[src/rtl/serdesphy_pcs_pkg.sv]
// Shared definitions for the PCS TX lane.
// Holds:
//   src_sel_e        - word source chosen at each load (FIFO, PRBS, idle pattern)
//   PRBS7_SEED       - PRBS7 register value after reset
//   PRBS7_TAP_HI/LO  - feedback taps of x^7 + x^6 + 1 (0-based state bit indices)
//   DEFAULT_IDLE_PAT - idle word, sliced to the lane width by the top
//   prbs7_next()     - one PRBS7 step; the newly generated bit lands in bit 0
package serdesphy_pcs_pkg;

    typedef enum logic [1:0] {
        SRC_FIFO,
        SRC_PRBS,
        SRC_IDLE
    } src_sel_e;

    localparam logic [6:0]  PRBS7_SEED       = 7'h7F;
    localparam int unsigned PRBS7_TAP_HI     = 6;
    localparam int unsigned PRBS7_TAP_LO     = 5;
    localparam logic [15:0] DEFAULT_IDLE_PAT = 16'h000A;

    function automatic logic [6:0] prbs7_next(input logic [6:0] state);
        return {state[5:0], state[PRBS7_TAP_HI] ^ state[PRBS7_TAP_LO]};
    endfunction

endpackage

[src/rtl/serdesphy_sync_fifo.sv]
// Single-clock FIFO that buffers parallel words for the TX lane.
// Ports:
//   clk_i      - clock
//   rst_i      - synchronous active-high reset (empties the FIFO)
//   wr_en_i    - push request; ignored while full
//   wr_data_i  - word to push
//   rd_en_i    - pop request; ignored while empty
//   rd_data_o  - head word (valid whenever empty_o is low)
//   full_o     - occupancy equals FIFO_DEPTH
//   empty_o    - occupancy is zero
//   level_o    - current occupancy
// FIFO_DEPTH must be a power of two so the pointers wrap naturally.
module serdesphy_sync_fifo #(
    parameter int unsigned DATA_W     = 4,
    parameter int unsigned FIFO_DEPTH = 8
) (
    input  logic                          clk_i,
    input  logic                          rst_i,
    input  logic                          wr_en_i,
    input  logic [DATA_W-1:0]             wr_data_i,
    input  logic                          rd_en_i,
    output logic [DATA_W-1:0]             rd_data_o,
    output logic                          full_o,
    output logic                          empty_o,
    output logic [$clog2(FIFO_DEPTH):0]   level_o
);

    localparam int unsigned PtrW = $clog2(FIFO_DEPTH);
    localparam int unsigned LvlW = PtrW + 1;

    logic [DATA_W-1:0] mem_q [FIFO_DEPTH];
    logic [PtrW-1:0]   wr_ptr_q, wr_ptr_d;
    logic [PtrW-1:0]   rd_ptr_q, rd_ptr_d;
    logic [LvlW-1:0]   level_q, level_d;
    logic              push, pop;

    assign full_o    = (level_q == LvlW'(FIFO_DEPTH));
    assign empty_o   = (level_q == '0);
    assign level_o   = level_q;
    assign rd_data_o = mem_q[rd_ptr_q];

    always_comb begin
        push     = wr_en_i && !full_o;
        pop      = rd_en_i && !empty_o;
        wr_ptr_d = push ? wr_ptr_q + PtrW'(1) : wr_ptr_q;
        rd_ptr_d = pop  ? rd_ptr_q + PtrW'(1) : rd_ptr_q;
        level_d  = level_q;
        if (push && !pop) begin
            level_d = level_q + LvlW'(1);
        end else if (pop && !push) begin
            level_d = level_q - LvlW'(1);
        end
    end

    always_ff @(posedge clk_i) begin
        if (rst_i) begin
            wr_ptr_q <= '0;
            rd_ptr_q <= '0;
            level_q  <= '0;
        end else begin
            wr_ptr_q <= wr_ptr_d;
            rd_ptr_q <= rd_ptr_d;
            level_q  <= level_d;
        end
    end

    // Storage is not reset; the pointers alone define what is valid.
    always_ff @(posedge clk_i) begin
        if (!rst_i && push) begin
            mem_q[wr_ptr_q] <= wr_data_i;
        end
    end

endmodule

[src/rtl/serdesphy_pcs_tx_lane.sv]
// PCS TX lane: buffers parallel words in a FIFO and serialises them LSB first,
// one bit per clock, substituting the idle pattern or a PRBS7 word on request.
// Ports:
//   clk_240m_tx / rst_240m_tx       - bit clock, synchronous active-high reset
//   tx_en                           - lane enable (stops only at a word boundary)
//   tx_idle                         - force the idle pattern at the next load
//   tx_data_sel                     - source at the next load: 0=FIFO, 1=PRBS
//   clr_sticky                      - clear overflow/underflow (a same-cycle set wins)
//   tx_data / tx_valid / tx_ready   - FIFO write port; tx_ready = !tx_fifo_full
//   tx_serial_data / tx_serial_valid - serial bit and its qualifier
//   tx_idle_pattern                 - the word on the line came from the idle pattern
//   tx_fifo_full / tx_fifo_empty / tx_fifo_level - FIFO status
//   tx_overflow / tx_underflow      - sticky error flags
//   tx_active                       - shifter is in the SHIFT state
// Build option: define SERDESPHY_TX_PRBS_EN to include the PRBS7 generator;
// without it, tx_data_sel=1 loads the idle pattern.
module serdesphy_pcs_tx_lane
    import serdesphy_pcs_pkg::*;
#(
    parameter int unsigned       DATA_W     = 4,
    parameter int unsigned       FIFO_DEPTH = 8,
    parameter logic [DATA_W-1:0] IDLE_PAT   = DEFAULT_IDLE_PAT[DATA_W-1:0]
) (
    input  logic                        clk_240m_tx,
    input  logic                        rst_240m_tx,
    input  logic                        tx_en,
    input  logic                        tx_idle,
    input  logic                        tx_data_sel,
    input  logic                        clr_sticky,
    input  logic [DATA_W-1:0]           tx_data,
    input  logic                        tx_valid,
    output logic                        tx_ready,
    output logic                        tx_serial_data,
    output logic                        tx_serial_valid,
    output logic                        tx_idle_pattern,
    output logic                        tx_fifo_full,
    output logic                        tx_fifo_empty,
    output logic                        tx_overflow,
    output logic                        tx_underflow,
    output logic                        tx_active,
    output logic [$clog2(FIFO_DEPTH):0] tx_fifo_level
);

    localparam int unsigned CntW = $clog2(DATA_W);

    typedef enum logic {StIdle, StShift} state_e;

    state_e            state_q, state_d;
    logic [DATA_W-1:0] shreg_q, shreg_d;
    logic [CntW-1:0]   bit_cnt_q, bit_cnt_d;
    logic              idle_word_q, idle_word_d;
    logic              overflow_q, overflow_d;
    logic              underflow_q, underflow_d;
    logic              popped_q, popped_d;
    logic              tx_en_q;

    logic [DATA_W-1:0] fifo_rd_data;
    logic              fifo_pop;
    src_sel_e          src_sel;
    logic              word_end, load, popped_eff, underflow_set;

    serdesphy_sync_fifo #(
        .DATA_W     (DATA_W),
        .FIFO_DEPTH (FIFO_DEPTH)
    ) u_fifo (
        .clk_i     (clk_240m_tx),
        .rst_i     (rst_240m_tx),
        .wr_en_i   (tx_valid),
        .wr_data_i (tx_data),
        .rd_en_i   (fifo_pop),
        .rd_data_o (fifo_rd_data),
        .full_o    (tx_fifo_full),
        .empty_o   (tx_fifo_empty),
        .level_o   (tx_fifo_level)
    );

`ifdef SERDESPHY_TX_PRBS_EN
    logic [6:0]        prbs_q, prbs_d, prbs_adv;
    logic [DATA_W-1:0] prbs_word;

    // Run DATA_W steps ahead; the first generated bit goes out first.
    always_comb begin
        prbs_adv  = prbs_q;
        prbs_word = '0;
        for (int i = 0; i < DATA_W; i++) begin
            prbs_adv     = prbs7_next(prbs_adv);
            prbs_word[i] = prbs_adv[0];
        end
    end

    always_ff @(posedge clk_240m_tx) begin
        if (rst_240m_tx) begin
            prbs_q <= PRBS7_SEED;
        end else begin
            prbs_q <= prbs_d;
        end
    end
`endif

    always_comb begin
        state_d       = state_q;
        shreg_d       = shreg_q;
        bit_cnt_d     = bit_cnt_q;
        idle_word_d   = idle_word_q;
        fifo_pop      = 1'b0;
        underflow_set = 1'b0;
`ifdef SERDESPHY_TX_PRBS_EN
        prbs_d        = prbs_q;
`endif
        word_end = (state_q == StShift) && (bit_cnt_q == CntW'(DATA_W - 1));
        load     = tx_en && ((state_q == StIdle) || word_end);
        // Underflow only counts once this enable period has popped a word.
        popped_eff = popped_q && !(tx_en && !tx_en_q);

        if (tx_idle) begin
            src_sel = SRC_IDLE;
        end else if (tx_data_sel) begin
            src_sel = SRC_PRBS;
        end else begin
            src_sel = SRC_FIFO;
        end

        if (load) begin
            state_d   = StShift;
            bit_cnt_d = '0;
            case (src_sel)
                SRC_PRBS: begin
`ifdef SERDESPHY_TX_PRBS_EN
                    shreg_d     = prbs_word;
                    idle_word_d = 1'b0;
                    prbs_d      = prbs_adv;
`else
                    shreg_d     = IDLE_PAT;
                    idle_word_d = 1'b1;
`endif
                end
                SRC_FIFO: begin
                    if (!tx_fifo_empty) begin
                        shreg_d     = fifo_rd_data;
                        idle_word_d = 1'b0;
                        fifo_pop    = 1'b1;
                    end else begin
                        shreg_d       = IDLE_PAT;
                        idle_word_d   = 1'b1;
                        underflow_set = popped_eff;
                    end
                end
                default: begin
                    shreg_d     = IDLE_PAT;
                    idle_word_d = 1'b1;
                end
            endcase
        end else if (state_q == StShift) begin
            if (word_end) begin
                state_d = StIdle;
            end else begin
                shreg_d   = shreg_q >> 1;
                bit_cnt_d = bit_cnt_q + CntW'(1);
            end
        end

        popped_d    = popped_eff || fifo_pop;
        overflow_d  = (tx_valid && tx_fifo_full) || (overflow_q && !clr_sticky);
        underflow_d = underflow_set || (underflow_q && !clr_sticky);
    end

    always_ff @(posedge clk_240m_tx) begin
        if (rst_240m_tx) begin
            state_q     <= StIdle;
            shreg_q     <= '0;
            bit_cnt_q   <= '0;
            idle_word_q <= 1'b0;
            overflow_q  <= 1'b0;
            underflow_q <= 1'b0;
            popped_q    <= 1'b0;
            tx_en_q     <= 1'b0;
        end else begin
            state_q     <= state_d;
            shreg_q     <= shreg_d;
            bit_cnt_q   <= bit_cnt_d;
            idle_word_q <= idle_word_d;
            overflow_q  <= overflow_d;
            underflow_q <= underflow_d;
            popped_q    <= popped_d;
            tx_en_q     <= tx_en;
        end
    end

    assign tx_active       = (state_q == StShift);
    assign tx_serial_valid = tx_active;
    assign tx_serial_data  = tx_active && shreg_q[0];
    assign tx_idle_pattern = tx_active && idle_word_q;
    assign tx_ready        = !tx_fifo_full;
    assign tx_overflow     = overflow_q;
    assign tx_underflow    = underflow_q;

endmodule
[config.mk]
export PLATFORM = sky130hd
export DESIGN_NAME = serdesphy_pcs_tx_lane
export DESIGN_NICKNAME = d
export VERILOG_FILES = /design/src/rtl/serdesphy_pcs_pkg.sv /design/src/rtl/serdesphy_sync_fifo.sv /design/src/rtl/serdesphy_pcs_tx_lane.sv
export SDC_FILE = /design/constraint.sdc
export NUM_CORES = 1
export LEC_CHECK = 0
export ABC_CLOCK_PERIOD_IN_PS = 3500
export BUFFER_PORTS_ARGS = -buffer_cell sky130_fd_sc_hd__buf_4
export CAP_MARGIN = 20
export CORE_AREA = 2 2 93 95
export DETAILED_ROUTE_END_ITERATION = 6
export DIE_AREA = 0 0 95 97
export PLACE_DENSITY = 0.5
export SLEW_MARGIN = 40
export SYNTH_ARGS = -nofsm -noshare
export SYNTH_HDL_FRONTEND = slang
export SYNTH_SLANG_ARGS = --single-unit
[constraint.sdc]
create_clock -name clk_240m_tx -period 3.5 [get_ports clk_240m_tx]
set_input_delay 0.35 -clock clk_240m_tx [delete_from_list [all_inputs] [get_ports clk_240m_tx]]
set_output_delay 0.35 -clock clk_240m_tx [all_outputs]
set_load 0.03 [all_outputs]
Word level (Yosys, flattened, before mapping)
Memories as Yosys holds them, arrays and structs flattened. A register that Yosys moved wholly into a read port is not among the register bits.
Cells that the tools add are included.
{"block": "totals", "regBits": 22, "mem_bits_rw": 32, "in_bits": 11, "output_inout_bits": 13, "word_cells": 79, "n_memories": 1}
{"name": "u_fifo.mem_q", "words": 8, "word_bits": 4, "rd": 1, "rd_clocked_by_memory_dff": 1, "write_ports": 1, "line": "serdesphy_sync_fifo.sv:31", "source": "logic [DATA_W-1:0] mem_q [FIFO_DEPTH];"}
{"block": "classes", "n_addsub": 5, "n_eq_ne": 3, "mux": 24, "bitwise": 2, "reduce_logical": 33}
{"op": "$mux W4", "count": 7}
{"op": "$logic_and A1 B1 Y1", "count": 14}
{"op": "$mux W1", "count": 14}
{"op": "$logic_not A1 Y1", "count": 8}
{"op": "$add A3 B1 Y3 const B", "count": 2}
{"op": "$mux W3", "count": 2}
{"op": "$add A4 B1 Y4 const B", "count": 1}
{"op": "$eq A4 B4 Y1 const B", "count": 1}
{"op": "$logic_not A4 Y1", "count": 1}
{"op": "$logic_or A1 B1 Y1", "count": 4}
{"op": "$reduce_and A2 Y1", "count": 2}
{"op": "$reduce_bool A2 Y1", "count": 2}
{"op": "$sub A4 B1 Y4 const B", "count": 1}
{"op": "$add A2 B1 Y2 const B", "count": 1}
{"op": "$eq A2 B2 Y1 const B", "count": 1}
{"op": "$logic_not A2 Y1", "count": 1}
{"op": "$mux W2", "count": 1}
{"op": "$ne A2 B1 Y1 const B", "count": 1}
{"op": "$not A1 Y1", "count": 2}
{"op": "$reduce_or A2 Y1", "count": 1}

Logic depth before layout (Yosys ltp)
Gate-level depths: netlist of the first run.
{"block": "depth", "word_depth": 9, "ltp_mapped": 11}

Modules after synthesis
A second synthesis of the first run with hierarchy kept.
{"block": "unflattened", "hier_cells": 180, "area_unflattened_um2": 2398.6}
{"mod": "serdesphy_sync_fifo", "n_inst": 1, "cells_each": 121, "area_per_inst_um2": 1888.1}
{"mod": "serdesphy_pcs_tx_lane", "n_inst": 1, "cells_each": 59, "area_per_inst_um2": 510.5}

Worst setup path before layout of the first run
OpenSTA, ideal clock, no wires.
{"block": "synth_timing", "path_kind": "register to register", "start": "register u_fifo.level_q[1] (netlist: u_fifo.level_o[1])", "end": "register u_fifo.level_q[3] (netlist: u_fifo.level_o[3])", "arrival_time_ns": 2.632, "setup_slack_ns": 0.747, "stages_incl_launch_ff": 12, "period_less_slack_ns": 2.753, "cell_sequence": "dfxtp_1 -> or4b_1 -> buf_2 -> nand2_1 -> inv_1 -> ha_1 -> inv_1 -> ha_1 -> a21oi_1 -> a211oi_1 -> a31oi_1 -> mux2_2"}
{"block": "synth_via", "elab_cells_between_ends": 18, "classes_between": "2 x add/sub; 1 x eq/ne; 5 x mux; 10 x reduce/logical"}
{"item": "start, declared", "line": "serdesphy_sync_fifo.sv:34", "source": "logic [LvlW-1:0] level_q, level_d;"}
{"item": "start signal, assigned", "line": "serdesphy_sync_fifo.sv:63", "source": "level_q <= level_d;"}
{"item": "$eq A4 B4 Y1 (*)", "line": "serdesphy_sync_fifo.sv:37", "source": "assign full_o = (level_q == LvlW'(FIFO_DEPTH));"}
{"item": "$logic_not A1 Y1 (*)"}
{"item": "via tx_ready", "line": "serdesphy_pcs_tx_lane.sv:32", "source": "output logic tx_ready,"}
{"item": "$logic_and A1 B1 Y1 (*)", "line": "serdesphy_sync_fifo.sv:43", "source": "push = wr_en_i && !full_o;"}
{"item": "via u_fifo.push", "line": "serdesphy_sync_fifo.sv:35", "source": "logic push, pop;"}
{"item": "$logic_not A1 Y1", "line": "serdesphy_sync_fifo.sv:50", "source": "end else if (pop && !push) begin"}
{"item": "$logic_and A1 B1 Y1", "line": "serdesphy_sync_fifo.sv:50"}
{"item": "$reduce_bool A2 Y1 (no line)"}
The timed path passes the listed nets; every way through them passes the cells marked *. The select of a mux whose other input is x is not followed.
A chain may end at the register's enable or synchronous reset.

Worst setup path in the final report of the first run
{"block": "layout_timing", "start": "register u_fifo.level_q[1] (netlist: u_fifo.level_o[1])", "end": "register u_fifo.level_q[3] (netlist: u_fifo.level_o[3])"}
{"block": "layout_via", "elab_chain_cells": 8, "elab_cells_between_ends": 18, "classes_between": "2 x add/sub; 1 x eq/ne; 5 x mux; 10 x reduce/logical"}
{"item": "$logic_not A4 Y1", "line": "serdesphy_sync_fifo.sv:38", "source": "assign empty_o = (level_q == '0);"}
{"item": "$mux W1", "line": "serdesphy_pcs_tx_lane.sv:138", "source": "if (!tx_fifo_empty) begin"}
{"item": "$mux W1", "line": "serdesphy_pcs_tx_lane.sv:126", "source": "case (src_sel)"}
{"item": "$mux W1", "line": "serdesphy_pcs_tx_lane.sv:123", "source": "if (load) begin"}
{"item": "$logic_and A1 B1 Y1", "line": "serdesphy_sync_fifo.sv:44", "source": "pop = rd_en_i && !empty_o;"}
{"item": "$logic_not A1 Y1", "line": "serdesphy_sync_fifo.sv:48", "source": "if (push && !pop) begin"}
{"item": "$logic_and A1 B1 Y1", "line": "serdesphy_sync_fifo.sv:48"}
{"item": "$mux W4 or $reduce_bool A2 Y1 (tied branches)"}
Several ways; a longest one is shown, not always the timed one. The select of a mux whose other input is x is not followed.

==> results of run 1 <==
[cell usage after synthesis]
cell type	n	share of area (%)
nor4b_1	4	1.5
nand2b_1	2	0.52
mux4_2	1	0.93
nor4_1	2	0.52
a211oi_2	1	0.52
nor2b_1	5	1.3
or4_1	1	0.31
nand4_4	1	0.88
or3_1	1	0.26
inv_1	6	0.93
fa_1	1	0.83
nor2_1	20	3.1
mux4_1	7	7.6
or4b_1	1	0.41
mux2i_1	2	0.83
dfxtp_1	25	21
o21ai_0	5	1.0
mux2_2	3	1.4
and2_1	2	0.52
nor4_2	1	0.52
a31oi_1	1	0.26
a211oi_1	5	1.6
xnor2_1	1	0.36
a21oi_1	11	2.3
xor2_1	3	1.1
nand2_1	5	0.78
and3_1	1	0.26
buf_6	1	0.47
or2_2	1	0.26
nand4_1	1	0.26
buf_1	1	0.16
nor3_1	4	0.83
ha_1	6	3.1
nand3b_1	1	0.31
nand3_1	8	1.7
buf_4	1	0.31
edfxtp_1	32	40
clkbuf_1	5	0.78
buf_2	4	0.83
[per-stage QoR]
step / power, uW / hold WS [ns] / area, sq um / setup WS, ns / cells
floorplan: 1160 / 0.443 / 2410 / 0.747 / 183
global route: 1890 / 0.253 / 2860 / 0.555 / 319
finish: 1790 / 0.262 / 2860 / 0.734 / 319
detailed placement: 1300 / 0.468 / 2700 / 0.731 / 303
global placement: 1300 / 0.461 / 2690 / 0.787 / 303
CTS: 1810 / 0.253 / 2860 / 0.720 / 319
[kinds of logic after synthesis]
logic type	Yosys count	share of synthesized area, %
xor gates and xnor gates	4	1.45
adders and majority gates	7	3.94
muxes	13	10.8
and+or+nand+nor	61	14.2
DFF	57	60.5
AOI/OAI and AO/OA	23	5.65
buffers and inverters	18	3.47
[power groups by stage]
stage | combinational, uW | sequential [uW] | clock (uW)
after floorplan | 304 | 859 | 0
after global placement | 476 | 824 | 0
after detailed placement | 478 | 826 | 0
after CTS | 481 | 812 | 522
after global routing | 525 | 820 | 547
final | 472 | 811 | 505
[critical path: stages, from the launching register on]
cell and delay, ns:
dfxtp_1 0.36, or4_1 0.69, nand4_4 0.20, ha_1 0.18, inv_1 0.09, ha_1 0.33, a21oi_1 0.19, a211oi_1 0.10
a31oi_1 0.16, mux2_2 0.34
[registers in the layout, summed over array words and instances (netlist names), 2 cells and up, named ones only]
name,flops
u_fifo.mem_q,32
u_fifo.rd_ptr_q,3
u_fifo.level_o,4
shreg_q,4
bit_cnt_q,2
u_fifo.wr_ptr_q,3
[path summary, 6_finish.rpt]
kind                                       start                              to  slack, ns  cells past startpoint
hold / removal                        tx_data[0]    u_fifo.mem_q[1][0]$_DFFE_PP_       0.26                      1
setup / recovery  u_fifo.level_o[1]$_SDFFE_PP0P_  u_fifo.level_o[3]$_SDFFE_PP0P_       0.73                      9
hold reg to reg               tx_en_q$_SDFF_PP0_         tx_underflow$_SDFF_PP0_       0.47                      2
setup reg to reg  u_fifo.level_o[1]$_SDFFE_PP0P_  u_fifo.level_o[3]$_SDFFE_PP0P_       0.73                      9
[per-layer routing]
metal  track usage, %  up-vias
met1             13.6      720
met5                0        -
met4             7.02        0
li1                 -      739
met2             15.4       19
met3             2.34       12
[area by class of cell]
| type | count | share of cell area [%] |
|---|---|---|
| flip-flops and latches | 57 | 51.1 |
| multi-input cells | 108 | 30.8 |
| repair buffers | 27 | 7.09 |
| clock buffers | 16 | 5.60 |
| well taps | 105 | 4.60 |
| inverters | 6 | 0.788 |
==> results.toml, run 1 <==
[drt]
wl_met3_um = 108
wire_per_inst_um = 13.6
viasPerCell = 4.67
wl_um = 4330
drt-initial-drc-count = 114
wl_met1_um = 1950
top_layer_used = "met4"
post-route-drc-count = 0
first_pass_iters = 4
ant_nets = 0
wl_met2_um = 2170
routed-via-count = 1490

[pwr]
seq_power_share_pct = 45.4
power.density_nw_per_um2 = 625
p_leak_uw = 0.00104
ir_drop_mv = 0.345
power.switching_uw = 559
p_int_uw = 1230
comb_power_share_pct = 26.4
swShare_pct = 31.3
pwr-share-clk_pct = 28.2

[timing]
tns_ns = 0
fmax_mhz = 361
slew_headroom_pct = 58.5
final-setup-viol-count = 0
post-route-min-period_ns = 2.77
slew_viol_final = 0
fin_crit_sh_pct = 79.0
clock_skew_ns = 0.00504
worst_pin_slew_ns = 0.617
rsz0062_at_grt = "false"
final-hold-violation-count = 0

[die]
core-area_sq_um = 8130
dieHeight_um = 97
rows = 33
start_util_pct = 29.7
die_w_um = 95
io_pins = 24
dieArea_sq_um = 9220

[synth]
syn_area_sq_um = 2410
synth_fp_nets = 201
ys_types = 39
netlist_instances = 183
syn_area_per_cell_sq_um = 13.2
ys_ff_latch = 57
yosysSeqAreaShare_pct = 60.5
yosysWarnings = 0

[setup_path]
crit_required_ns = 3.72
worstSetupPathType = "register to register"
cp-start-kind = "register"
critical_path_peak_fanout = 7
endpoint_kind = "register"
worstPathArrival_ns = 2.98

[cells_and_area]
diodes = 0
final_util_pct = 35.1
seq_area_sq_um = 1460
layout.nets = 227
drive_gt1_share_pct = 22.0
area_growth_pct = 18.5
final_common_cell = "edfxtp_1"
final_cell_mix = "edfxtp_1, buf_4, dfxtp_1"
multiInputGateArea_sq_um = 881
n_fill_cell = 817

[global_route]
track_usage_pct = 10.5
grt_max_degree = 32
grt_pass1_vias = 1406
grt_pass1_wl_um = 7120
antenna_found_initial = 0
grt_remaining_overflow = 0

[flow_run]
cap_violations = 0

[min_path]
hold_class = "input port to register"

[clock_tree]
clockRootBuffer = "clkbuf_8"
cts_buffers = 9
cts_max_level = 3
ctsHoldBuffers = 0
post-cts-setup-buffers = 0
insertion_delay_ns = 0.33
clk_pin_slew_ns = 0.06
clk_path_buf_depth = 2
cts_tree = "built"
cts_resized = 0
numClockSinks = 57

[outcome]
status = "completed"

[place]
dp_hpwl_um = 3070
gp_congestion = 0.770
portBuffers = 23
No activity file was read; power rests on OpenSTA's default activity.
==> run 2: changes to the inputs <==
--- a/config.mk
+++ b/config.mk
@@ -5,7 +5,7 @@
 export SDC_FILE = /design/constraint.sdc
 export NUM_CORES = 1
 export LEC_CHECK = 0
-export ABC_CLOCK_PERIOD_IN_PS = 3500
+export ABC_CLOCK_PERIOD_IN_PS = 2700
 export BUFFER_PORTS_ARGS = -buffer_cell sky130_fd_sc_hd__buf_4
 export CAP_MARGIN = 20
 export CORE_AREA = 2 2 93 95
==> constraint.sdc (replaced) <==
create_clock -name clk_240m_tx -period 2.7 [get_ports clk_240m_tx]
set_input_delay 0.27 -clock clk_240m_tx [delete_from_list [all_inputs] [get_ports clk_240m_tx]]
set_output_delay 0.27 -clock clk_240m_tx [all_outputs]
set_load 0.03 [all_outputs]
==> results.toml, run 2 (synthesis results as in run 1) <==
[outcome]
status = "completed"

[setup_path]
cp-start-kind = "register"
endpoint_kind = "register"
slowest_delay_ns = 0.61
cp_cell_sequence = "or4_1 -> nand4_4 -> ha_1 -> inv_1 -> ha_1 -> a21oi_2 -> a211oi_1 -> a31oi_1 -> mux2_2"
worstPathArrival_ns = 2.77
crit_slowest_cell = "or4_1"
cp_common_cell = "ha_1"
reg2regPathDepth = 9
critPathTopFamily = "simple AND/OR/NAND/NOR gates"
r2r-start = "u_fifo.level_o[1]$_SDFFE_PP0P_"
worstSetupPathType = "register to register"
rrSetupSlack_ns = 0.14
critical_path_peak_fanout = 6
crit_required_ns = 2.92
critical_path_buf_inv_count = 1
r2r-end = "u_fifo.level_o[3]$_SDFFE_PP0P_"

[global_route]
grt_pass1_wl_um = 7370
grt_pass1_vias = 1421
antenna_found_initial = 0
track_usage_pct = 10.7
grt_max_degree = 32
grt_remaining_overflow = 0

[timing]
clock_skew_ns = 0.00711
fin_crit_sh_pct = 94.7
fmax_mhz = 391
final-hold-violation-count = 0
final-setup-viol-count = 0
post-route-min-period_ns = 2.56
slew_viol_final = 0
rsz0062_at_grt = "false"
slew_headroom_pct = 66.2
tns_ns = 0
worst_pin_slew_ns = 0.506

[min_path]
hp-start = "tx_data[0]"
hold_class = "input port to register"
whs_endpoint = "u_fifo.mem_q[5][0]$_DFFE_PP_"
whs_path_depth = 1

[place]
dp.cells = 310
portBuffers = 23
dp_hpwl_um = 3160
gp_congestion = 0.678

[cells_and_area]
diodes = 0
largest_register_ff_count = 32
fin_cells = 326
area_growth_pct = 21.9
n_fill_cell = 787
layout.nets = 234
largest-register = "u_fifo.mem_q"
final_common_cell = "buf_4"
final_cell_mix = "buf_4, edfxtp_1, dfxtp_1"
drive_gt1_share_pct = 28.1

[pwr]
power.density_nw_per_um2 = 842
totalPowerFinal_uw = 2480
p_leak_uw = 0.00109
ir_drop_mv = 0.245

[die]
dieArea_sq_um = 9220
io_pins = 24
rows = 33
die_w_um = 95
dieHeight_um = 97
start_util_pct = 29.7
core-area_sq_um = 8130

[drt]
wl_um = 4480
routed-via-count = 1523
ant_nets = 0
viasPerCell = 4.67
wire_per_inst_um = 13.7
post-route-drc-count = 0
first_pass_iters = 4
drt-initial-drc-count = 79

[clock_tree]
numClockSinks = 57
clockRootBuffer = "clkbuf_8"
ctsHoldBuffers = 0
clk_path_buf_depth = 2
cts_max_level = 3
cts_tree = "built"
clk_pin_slew_ns = 0.07
insertion_delay_ns = 0.33
cts_buffers = 9

[flow_run]
cap_violations = 0
## run 2: cell count changes in the layout (fill, tap and decap cells not counted), sizes merged
| cell | delta |
|---|---|
| clkinv | +2 |
| clkbuf | -7 |
| buf | +7 |
| clkinvlp | +3 |
| bufinv | +1 |
| inv | +1 |
## run 2: where the power goes
group          total [uW]  leakage [uW]  switching [uW]  internal (uW)
sequential           1060      0.000495            66.0            990
clock                 759     0.0000893             336            423
combinational         661      0.000502             380            282
total                2480       0.00109             781           1700
## run 2: metal layers
| layer | part of all wire, % | global-route usage (%) | vias to the layer above |
|---|---|---|---|
| li1 | - | - | 748 |
| met1 | 47 | 13.7 | 745 |
| met2 | 48 | 16.0 | 26 |
| met3 | 3.3 | 3.58 | 4 |
| met4 | 1.6 | 5.35 | 0 |
| met5 | 0 | 0 | - |
## run 2: worst max path at each step
| stage | slack [ns] | startpoint | end | cells after the start |
|---|---|---|---|---|
| final | 0.14 | u_fifo.level_o[1]$_SDFFE_PP0P_ | u_fifo.level_o[3]$_SDFFE_PP0P_ | 9 |
| after global placement | 0.16 | u_fifo.level_o[1]$_SDFFE_PP0P_ | u_fifo.level_o[3]$_SDFFE_PP0P_ | 10 |
| after global routing | 0.02 | u_fifo.level_o[1]$_SDFFE_PP0P_ | u_fifo.level_o[3]$_SDFFE_PP0P_ | 10 |
| after CTS | 0.11 | u_fifo.level_o[1]$_SDFFE_PP0P_ | u_fifo.level_o[3]$_SDFFE_PP0P_ | 9 |
| after detailed placement | 0.12 | u_fifo.level_o[1]$_SDFFE_PP0P_ | u_fifo.level_o[3]$_SDFFE_PP0P_ | 9 |
| after floorplan | 0.03 | u_fifo.level_o[1]$_SDFFE_PP0P_ | u_fifo.level_o[3]$_SDFFE_PP0P_ | 11 |
## run 2: area by class of cell
cell class              instances  area (sq um)  share of cell area (%)
clock buffers                   9           124                    4.21
well taps                     105           131                    4.47
multi-input cells             108           872                    29.6
repair buffers                 34           255                    8.68
clock inverters                 7          70.1                    2.38
flip-flops and latches         57          1470                    49.9
inverters                       6          22.5                   0.766
## run 2: timing repair
action	4_1_cts	5_1_grt
hold endpoints to repair	0	0
endpoints found under the setup margin	0	1
gates resized for setup	0	1
buffers inserted	0	0
## run 2: metrics by stage
stage / setup slack [ns] / hold slack, ns / area (sq um) / util, %
2_1_floorplan: 0.0253 / 0.369 / 2420 / -
3_5_place_dp: 0.116 / 0.475 / 2740 / 33.7
4_1_cts: 0.107 / 0.164 / 2940 / 36.1
5_1_grt: 0.0188 / 0.168 / 2940 / 36.2
6_report: 0.142 / 0.181 / 2940 / 36.2
3_3_place_gp: 0.160 / 0.462 / 2740 / 33.7
==> run 3: changes to the inputs <==
--- a/config.mk
+++ b/config.mk
@@ -11,6 +11,7 @@
 export CORE_AREA = 2 2 93 95
 export DETAILED_ROUTE_END_ITERATION = 6
 export DIE_AREA = 0 0 95 97
+export MAX_ROUTING_LAYER = met4
 export PLACE_DENSITY = 0.5
 export SLEW_MARGIN = 40
 export SYNTH_ARGS = -nofsm -noshare
==> results.toml, run 3 (synthesis results as in run 1) <==
[cells_and_area]
layout.nets = 234
largest-register = "u_fifo.mem_q"
final_common_cell = "buf_4"
final_util_pct = 36.2
drive_gt1_share_pct = 28.1
final_cell_mix = "buf_4, edfxtp_1, dfxtp_1"
largest_register_ff_count = 32
n_fill_cell = 787
area_growth_pct = 21.9
diodes = 0

[setup_path]
crit_required_ns = 2.92
r2r-start = "u_fifo.level_o[1]$_SDFFE_PP0P_"
critical_path_peak_fanout = 6
endpoint_kind = "register"
worstPathArrival_ns = 2.77
worstSetupPathType = "register to register"
r2r-end = "u_fifo.level_o[3]$_SDFFE_PP0P_"
reg2regPathDepth = 9
cp-start-kind = "register"
rrSetupSlack_ns = 0.14

[place]
gp_congestion = 0.685
portBuffers = 23
dp_hpwl_um = 3160

[min_path]
whs_path_depth = 1
hp-start = "tx_data[0]"
hold_class = "input port to register"
whs_endpoint = "u_fifo.mem_q[5][0]$_DFFE_PP_"

[clock_tree]
clk_pin_slew_ns = 0.07
numClockSinks = 57
clockRootBuffer = "clkbuf_8"
cts_tree = "built"
clk_path_buf_depth = 2
insertion_delay_ns = 0.33
cts_buffers = 9
post-cts-setup-buffers = 0
cts_max_level = 3

[timing]
slew_headroom_pct = 66.2
rsz0062_at_grt = "false"
slew_viol_final = 0
tns_ns = 0
fin_crit_sh_pct = 94.7
final-setup-viol-count = 0
final-hold-violation-count = 0
post-route-min-period_ns = 2.56
fmax_mhz = 391
worst_pin_slew_ns = 0.506
clock_skew_ns = 0.00711

[drt]
first_pass_iters = 4
drt-initial-drc-count = 80
viasPerCell = 4.67
wl_um = 4480
wire_per_inst_um = 13.7
routed-via-count = 1523
post-route-drc-count = 0
ant_nets = 0

[die]
dieArea_sq_um = 9220
core-area_sq_um = 8130
start_util_pct = 29.7
io_pins = 24
rows = 33
die_w_um = 95
dieHeight_um = 97

[pwr]
ir_drop_mv = 0.245
totalPowerFinal_uw = 2480
pwr-share-clk_pct = 30.7
comb_power_share_pct = 26.7
p_int_uw = 1700
power.switching_uw = 781
seq_power_share_pct = 42.6
p_leak_uw = 0.00109
power.density_nw_per_um2 = 842
swShare_pct = 31.6

[global_route]
grt_pass1_vias = 1420
grt_pass1_wl_um = 7380
antenna_found_initial = 0
grt_max_degree = 32
track_usage_pct = 11.0
grt_remaining_overflow = 0

[outcome]
status = "completed"

[flow_run]
cap_violations = 0
[run 3: cell counts in the layout (fill, tap and decap cells not counted)]
No cell type changed its count.
[run 3: cell type report]
cell class,instances,area [sq um],share of cell area [%]
clock inverters,7,70.1,2.38
clock buffers,9,124,4.21
flip-flops and latches,57,1470,49.9
multi-input cells,108,872,29.6
repair buffers,34,255,8.68
inverters,6,22.5,0.766
well taps,105,131,4.47
[run 3: worst max-delay path, stage by stage, from the launching register on]
cell,delay (ns)
dfxtp_2,0.35
or4_1,0.61
nand4_4,0.13
ha_1,0.18
inv_1,0.10
ha_1,0.34
a21oi_2,0.15
a211oi_1,0.08
a31oi_1,0.16
mux2_2,0.34
[run 3: stage by stage]
step / hold slack, ns / std cells / area [sq um] / setup WS (ns)
floorplan: 0.369 / 183 / 2420 / 0.0253
global placement: 0.462 / 310 / 2740 / 0.160
detailed placement: 0.475 / 310 / 2740 / 0.116
CTS: 0.164 / 326 / 2940 / 0.107
global route: 0.168 / 326 / 2940 / 0.0188
finish: 0.181 / 326 / 2940 / 0.142
[run 3: timing repair]
action	in CTS	in global routing
hold buffers	0	0
gates resized for setup	0	1
setup endpoints to repair	0	1
[run 3: metal layers]
layer	share of wire, %	vias to the layer above	global-route usage (%)
met3	3.3	4	3.58
met5	0	-	-
met1	47	745	13.7
met4	1.6	0	5.35
li1	-	748	-
met2	48	26	16.0
[run 3: power by group through the flow]
| stage | sequential [uW] | combinational [uW] | clock, uW |
|---|---|---|---|
| 2_1_floorplan | 1120 | 394 | 0 |
| 3_3_place_gp | 1070 | 656 | 0 |
| 3_5_place_dp | 1080 | 657 | 0 |
| 4_1_cts | 1060 | 659 | 782 |
| 5_1_grt | 1070 | 730 | 832 |
| 6_report | 1060 | 661 | 759 |
[run 3: how the worst max path moves through the flow]
stage	from	to	slack, ns	cells past startpoint
2_1_floorplan	u_fifo.level_o[1]$_SDFFE_PP0P_	u_fifo.level_o[3]$_SDFFE_PP0P_	0.03	11
3_3_place_gp	u_fifo.level_o[1]$_SDFFE_PP0P_	u_fifo.level_o[3]$_SDFFE_PP0P_	0.16	10
3_5_place_dp	u_fifo.level_o[1]$_SDFFE_PP0P_	u_fifo.level_o[3]$_SDFFE_PP0P_	0.12	9
4_1_cts	u_fifo.level_o[1]$_SDFFE_PP0P_	u_fifo.level_o[3]$_SDFFE_PP0P_	0.11	9
5_1_grt	u_fifo.level_o[1]$_SDFFE_PP0P_	u_fifo.level_o[3]$_SDFFE_PP0P_	0.02	10
6_report	u_fifo.level_o[1]$_SDFFE_PP0P_	u_fifo.level_o[3]$_SDFFE_PP0P_	0.14	9
